`config.mk`:
```
export PLATFORM = sky130hd
export DESIGN_NAME = pc_sequencer_flat
export DESIGN_NICKNAME = d
export VERILOG_FILES = /design/src/rtl/pc_sequencer_if.sv /design/src/rtl/pc_sequencer.sv /design/src/flat_wrapper.sv
export SDC_FILE = /design/constraint.sdc
export NUM_CORES = 1
export LEC_CHECK = 0
export ABC_AREA = 0
export BUFFER_PORTS_ARGS = -buffer_cell sky130_fd_sc_hd__clkbuf_2
export CORE_MARGIN = 1
export CORE_UTILIZATION = 42
export DETAILED_ROUTE_END_ITERATION = 16
export HOLD_SLACK_MARGIN = 0.03
export PLACE_DENSITY = 0.74
export SYNTH_ARGS = -nofsm -noshare
export SYNTH_HDL_FRONTEND = slang
export SYNTH_SLANG_ARGS = --single-unit
export TNS_END_PERCENT = 50
```
`constraint.sdc`:
```
create_clock -name nclk -period 1.5 [get_ports nclk]
set_input_delay 0 -clock nclk [delete_from_list [all_inputs] [get_ports nclk]]
set_output_delay 0 -clock nclk [all_outputs]
set_load 0.02 [all_outputs]
```
`src/rtl/pc_sequencer_if.sv`:
```
// Command/stack bus between the instruction decoder, the PC sequencer and the return-address stack.
interface pc_sequencer_if #(
  parameter int unsigned ADDR_W = 8
);

  logic              en;
  logic              jump;
  logic              call;
  logic              ret;
  logic [ADDR_W-1:0] target;
  logic [ADDR_W-1:0] stack_top;
  logic [ADDR_W-1:0] pc;
  logic              stack_push;
  logic              stack_pop;
  logic [ADDR_W-1:0] stack_wdata;
  logic              busy;
  logic              fault;

  // Decoder/stack side: issues commands, supplies the stack top, observes PC and strobes
  modport master (
    output en, jump, call, ret, target, stack_top,
    input  pc, stack_push, stack_pop, stack_wdata, busy, fault
  );

  // Sequencer side
  modport slave (
    input  en, jump, call, ret, target, stack_top,
    output pc, stack_push, stack_pop, stack_wdata, busy, fault
  );

endinterface

```
`src/rtl/pc_sequencer.sv`:
```
// Program-counter sequencer: increment / JUMP / CALL / RETURN, driving the return-address stack.
// Optional macro STACK_GUARD_EN adds a depth counter with sticky over/underflow fault.
// Updates on posedge nclk; the stack samples the registered strobes on negedge nclk.
module pc_sequencer #(
  parameter int unsigned ADDR_W      = 8,
  parameter int unsigned STACK_DEPTH = 16,
  parameter int unsigned RESET_VEC   = 0
) (
  input  logic          nclk,
  input  logic          nreset,
  pc_sequencer_if.slave bus
);

  typedef enum logic [1:0] {
    RUN      = 2'd0,
    RET_LOAD = 2'd1,
    FAULT    = 2'd2
  } state_t;

  state_t            state_q, state_d;
  logic [ADDR_W-1:0] pc_q, pc_d;
  logic [ADDR_W-1:0] wdata_q, wdata_d;
  logic              push_q, push_d;
  logic              pop_q, pop_d;
  logic              busy_q, busy_d;
  logic              can_push_c;
  logic              can_pop_c;

  // Reject a stack depth that cannot hold a single return address
  if (STACK_DEPTH < 1) begin : g_depth_check
    $error("pc_sequencer: STACK_DEPTH must be at least 1");
  end

`ifdef STACK_GUARD_EN
  localparam int unsigned DEPTH_W = $clog2(STACK_DEPTH + 1);

  logic [DEPTH_W-1:0] depth_q, depth_d;
  logic               fault_q, fault_d;

  assign can_push_c = (depth_q != DEPTH_W'(STACK_DEPTH));
  assign can_pop_c  = (depth_q != '0);
  assign bus.fault  = fault_q;
`else
  // Unguarded: the stack pointer wraps silently, so every push/pop is issued
  assign can_push_c = 1'b1;
  assign can_pop_c  = 1'b1;
  assign bus.fault  = 1'b0;
`endif

  assign bus.pc          = pc_q;
  assign bus.stack_push  = push_q;
  assign bus.stack_pop   = pop_q;
  assign bus.stack_wdata = wdata_q;
  assign bus.busy        = busy_q;

  // Next-state and next-output decode; strobes default low so they last one cycle
  always_comb begin
    state_d = state_q;
    pc_d    = pc_q;
    wdata_d = wdata_q;
    push_d  = 1'b0;
    pop_d   = 1'b0;
    busy_d  = 1'b0;
`ifdef STACK_GUARD_EN
    depth_d = depth_q;
    fault_d = fault_q;
`endif
    case (state_q)
      RUN: begin
        if (bus.en) begin
          if (bus.ret) begin
            if (can_pop_c) begin
              pop_d   = 1'b1;
              busy_d  = 1'b1;
              state_d = RET_LOAD;
`ifdef STACK_GUARD_EN
              depth_d = depth_q - DEPTH_W'(1);
`endif
            end else begin
              state_d = FAULT;
`ifdef STACK_GUARD_EN
              fault_d = 1'b1;
`endif
            end
          end else if (bus.call) begin
            if (can_push_c) begin
              pc_d    = bus.target;
              wdata_d = pc_q + ADDR_W'(1);
              push_d  = 1'b1;
`ifdef STACK_GUARD_EN
              depth_d = depth_q + DEPTH_W'(1);
`endif
            end else begin
              state_d = FAULT;
`ifdef STACK_GUARD_EN
              fault_d = 1'b1;
`endif
            end
          end else if (bus.jump) begin
            pc_d = bus.target;
          end else begin
            pc_d = pc_q + ADDR_W'(1);
          end
        end
      end
      RET_LOAD: begin
        // Stack pointer moved on the intervening negedge; top now holds the return address
        pc_d    = bus.stack_top;
        state_d = RUN;
      end
      FAULT: begin
        state_d = FAULT;
      end
      default: begin
        state_d = RUN;
      end
    endcase
  end

  // State and output registers with synchronous reset
  always_ff @(posedge nclk) begin
    if (!nreset) begin
      state_q <= RUN;
      pc_q    <= ADDR_W'(RESET_VEC);
      wdata_q <= '0;
      push_q  <= 1'b0;
      pop_q   <= 1'b0;
      busy_q  <= 1'b0;
    end else begin
      state_q <= state_d;
      pc_q    <= pc_d;
      wdata_q <= wdata_d;
      push_q  <= push_d;
      pop_q   <= pop_d;
      busy_q  <= busy_d;
    end
  end

`ifdef STACK_GUARD_EN
  // Guard depth counter and sticky fault flag
  always_ff @(posedge nclk) begin
    if (!nreset) begin
      depth_q <= '0;
      fault_q <= 1'b0;
    end else begin
      depth_q <= depth_d;
      fault_q <= fault_d;
    end
  end
`endif

endmodule

```
`src/flat_wrapper.sv`:
```
// flat-port wrapper written by rule: the top's interface ports become plain ports
module pc_sequencer_flat 
#(
  parameter int unsigned ADDR_W      = 8,
  parameter int unsigned STACK_DEPTH = 16,
  parameter int unsigned RESET_VEC   = 0
)
  (nclk, nreset, bus_en, bus_jump, bus_call, bus_ret, bus_target, bus_stack_top, bus_pc, bus_stack_push, bus_stack_pop, bus_stack_wdata, bus_busy, bus_fault);
  pc_sequencer_if #(.ADDR_W(ADDR_W)) bus_i ();
  input  logic nclk;
  input  logic nreset;
  input wire logic [$bits(bus_i.en)-1:0] bus_en;
  input wire logic [$bits(bus_i.jump)-1:0] bus_jump;
  input wire logic [$bits(bus_i.call)-1:0] bus_call;
  input wire logic [$bits(bus_i.ret)-1:0] bus_ret;
  input wire logic [$bits(bus_i.target)-1:0] bus_target;
  input wire logic [$bits(bus_i.stack_top)-1:0] bus_stack_top;
  output wire logic [$bits(bus_i.pc)-1:0] bus_pc;
  output wire logic [$bits(bus_i.stack_push)-1:0] bus_stack_push;
  output wire logic [$bits(bus_i.stack_pop)-1:0] bus_stack_pop;
  output wire logic [$bits(bus_i.stack_wdata)-1:0] bus_stack_wdata;
  output wire logic [$bits(bus_i.busy)-1:0] bus_busy;
  output wire logic [$bits(bus_i.fault)-1:0] bus_fault;
  assign bus_i.en = bus_en;
  assign bus_i.jump = bus_jump;
  assign bus_i.call = bus_call;
  assign bus_i.ret = bus_ret;
  assign bus_i.target = bus_target;
  assign bus_i.stack_top = bus_stack_top;
  assign bus_pc = bus_i.pc;
  assign bus_stack_push = bus_i.stack_push;
  assign bus_stack_pop = bus_i.stack_pop;
  assign bus_stack_wdata = bus_i.stack_wdata;
  assign bus_busy = bus_i.busy;
  assign bus_fault = bus_i.fault;
  pc_sequencer #(.ADDR_W(ADDR_W), .STACK_DEPTH(STACK_DEPTH), .RESET_VEC(RESET_VEC)) u_core (.nclk(nclk), .nreset(nreset), .bus(bus_i));
endmodule
```
==> impl_metrics.env <==
export IMPL_synth_seq_area_share_pct=39.22
export IMPL_fp_dieH_um=51.31
export IMPL_start_util_pct=45.28
export IMPL_skew_ps=7.949
export IMPL_clkSinkCount=20
export IMPL_grt_pass1_vias=972
export IMPL_vias=1045
export IMPL_viasPerCell=5.123
export IMPL_max_freq_mhz=701.7
export IMPL_peakVddDrop_mv=0.9363
export IMPL_path_max_fanout=6
export IMPL_wire_per_inst_um=12.46
export IMPL_drt_initial_drc_count=25
export IMPL_ys_ff_latch=20
export IMPL_crit_arrival_ps=1680
export IMPL_hold_viol=0
export IMPL_overflow=0
export IMPL_gp_congestion=0.8160
export IMPL_synth_simple_area_share_pct=19.49
export IMPL_diodes=0
export IMPL_maxCapViolations=0
export IMPL_setup_viol=0
export IMPL_die_w_um=51.31
export IMPL_hold_slack_ps=60.87
export IMPL_cp_end_kind="flip-flop"
export IMPL_drive_above_1_share_pct=37.50
export IMPL_finalCritPeriodShare_pct=95.01
export IMPL_rsz0062_at_grt="false"
export IMPL_synthMuxAreaShare_pct=3.922
export IMPL_area_growth_pct=43.87
export IMPL_start_kind="flip-flop"
export IMPL_slew_viol_final=0
export IMPL_grt_total_usage_pct=22.67
export IMPL_synth_area_sq_um=1021
export IMPL_postCtsSetupBuffers=0
export IMPL_synth_edf_count=0
export IMPL_leakage_nw=0.6486
export IMPL_grt_pass1_wl_mm=4.305
export IMPL_power_density_nw_per_um2=882.3
export IMPL_clock_root_buffer="clkbuf_4"
export IMPL_ctsHtreeMaxLevel=1
export IMPL_syn_inst=115
export IMPL_synth_compound_area_share_pct=23.28
export IMPL_num_rows=17
export IMPL_synth_ff_type="dfxtp_1"
export IMPL_fin_crit_ps=1425
export IMPL_antenna_found_initial=0
export IMPL_grt_max_degree=14
export IMPL_clk_path_buf_depth=2
export IMPL_hp_class="input pin to flip-flop"
export IMPL_synthAdderAreaFrac_pct=1.225
export IMPL_synth_top_family_by_area="compound AO/OA/AOI/OAI gates"
export IMPL_drc=0
export IMPL_clk_transition_reported_paths_ps=120
export IMPL_tns_ps=0
export IMPL_ys_types=37
export IMPL_fp_coreArea_sq_um=2255
export IMPL_postRouteWirelength_mm=2.542
export IMPL_clock_latency_ps=320
export IMPL_syn_area_per_cell_sq_um=8.878
export IMPL_worstSetupPathType="flip-flop to flip-flop"
export IMPL_antenna_left=0
export IMPL_dp_hpwl_mm=1.864
export IMPL_numPortBuffers=40
export IMPL_status="complete, no violations"
export IMPL_die_area_sq_um=2632
export IMPL_syn_num_nets=138
export IMPL_synthXorXnorAreaFrac_pct=3.431
export IMPL_nNetsFinal=200
export IMPL_required_ps=1750
export IMPL_synth_async_reset_ratio_pct=0
export IMPL_cts_tree="yes"
export IMPL_cts_buffers=3
export IMPL_io_pins=42
export IMPL_dr_pass1_iters=4
export IMPL_synth_warnings=0
repair_timing:
item / CTS / global route
hold buffers: 14 / 0
endpoints found under the setup margin: 0 / 2
gates resized for setup: 0 / 3
hold endpoints to repair: 15 / 0
layout by cell type, fill, tap and decap left out, types with 2 or more instances in the layout:
cell           instances
xor2_1                 2
nand2_1                8
a211oi_1               3
a21oi_1                4
a31o_2                 2
clkbuf_4               3
xnor2_1                2
a211o_1                3
clkbuf_2              40
inv_1                  6
buf_4                 11
o21ai_0                7
nor2b_1                2
a31oi_1                2
dlygate4sd3_1         14
nor3_1                 3
or3_1                  3
a22oi_1                6
nand3_1                3
dfxtp_1               16
o22ai_1                2
mux2i_1                4
dfxtp_2                3
nor2_1                12
worst paths after layout:
check | start | endpoint | slack, ps | cells after the start
setup / recovery | u_core.bus.pc[0] | u_core.bus.pc[6] | 70 | 5
hold / removal | bus_target[5] | u_core.bus.pc[5] | 60 | 4
setup reg to reg | u_core.bus.pc[0] | u_core.bus.pc[6] | 70 | 5
hold reg to reg | u_core.state_q[1] | u_core.state_q[1] | 490 | 2
registers in the layout, indices dropped and copies added (netlist names):
register	count
u_core.bus.pc	8
u_core.bus.stack_pop	1
u_core.bus.stack_push	1
u_core.bus.stack_wdata	8
u_core.state_q	2
critical path: stages, from the launching register on:
cell     delay (ps)
dfxtp_4         390
ha_1            170
nand2_1          70
or3_1           380
a31o_2          250
o22ai_1         110
layout make-up:
cell class,instances,area (sq um)
fill,213,785.8
timing repair buffer,65,422.9
clock buffer,3,22.52
tap,28,35.03
clock inverter,1,30.03
multi-input combinational,81,528.0
inverter,6,22.52
sequential,20,407.9
cell families after synthesis:
kind of cell | count (synthesis)
XOR/XNOR | 4
other | 1
AND/OR/NAND/NOR | 37
AO/OA/AOI/OAI | 34
multiplexers | 4
buffers and inverters | 14
flip-flops | 20
adder cells (fa/ha/maj) | 1
cells in the mapped netlist (all sizes together) (2+ instances only):
master	number	area, sq um
inv	6	22.52
a22oi	6	45.04
a211o	3	26.28
a211oi	4	35.03
or3	3	18.77
mux2i	4	40.04
nor3	4	25.02
xor2	2	17.52
o22ai	2	12.51
nor2	12	45.04
nor2b	2	12.51
a31oi	2	12.51
clkbuf	2	7.510
a21oi	4	20.02
nand2	8	30.03
o21ai	7	35.03
buf	6	62.55
dfxtp	20	400.4
a31o	2	17.52
xnor2	2	17.52
nand3	4	25.02
routing by layer:
metal  share of wire (%)  track usage [%]  wire, um
met5                   0                0         0
met3                 5.6            5.952       143
met2                  47            38.82      1204
met1                  45            26.18      1147
met4                 1.8            10.36        46
metrics by stage:
step | cells | setup slack (ps) | utilization [%] | instance area, sq um | power (mW)
CTS | 204 | 54.50 | 64.93 | 1464 | 1.312
global route | 204 | 8.318 | 65.15 | 1469 | 1.360
global placement | 186 | 126.2 | 56.38 | 1271 | 0.8281
finish | 204 | 74.84 | 65.15 | 1469 | 1.296
detailed placement | 186 | 78.56 | 56.38 | 1271 | 0.8341
floorplan | 115 | 22.44 | - | 1023 | 0.7422
power breakdown:
part / switching [mW] / internal (mW) / leakage [nW]
Sequential: 0.0269 / 0.560 / 0.165
Combinational: 0.136 / 0.127 / 0.455
Clock: 0.176 / 0.271 / 0.0279
Power figures use the tool's default switching activity.
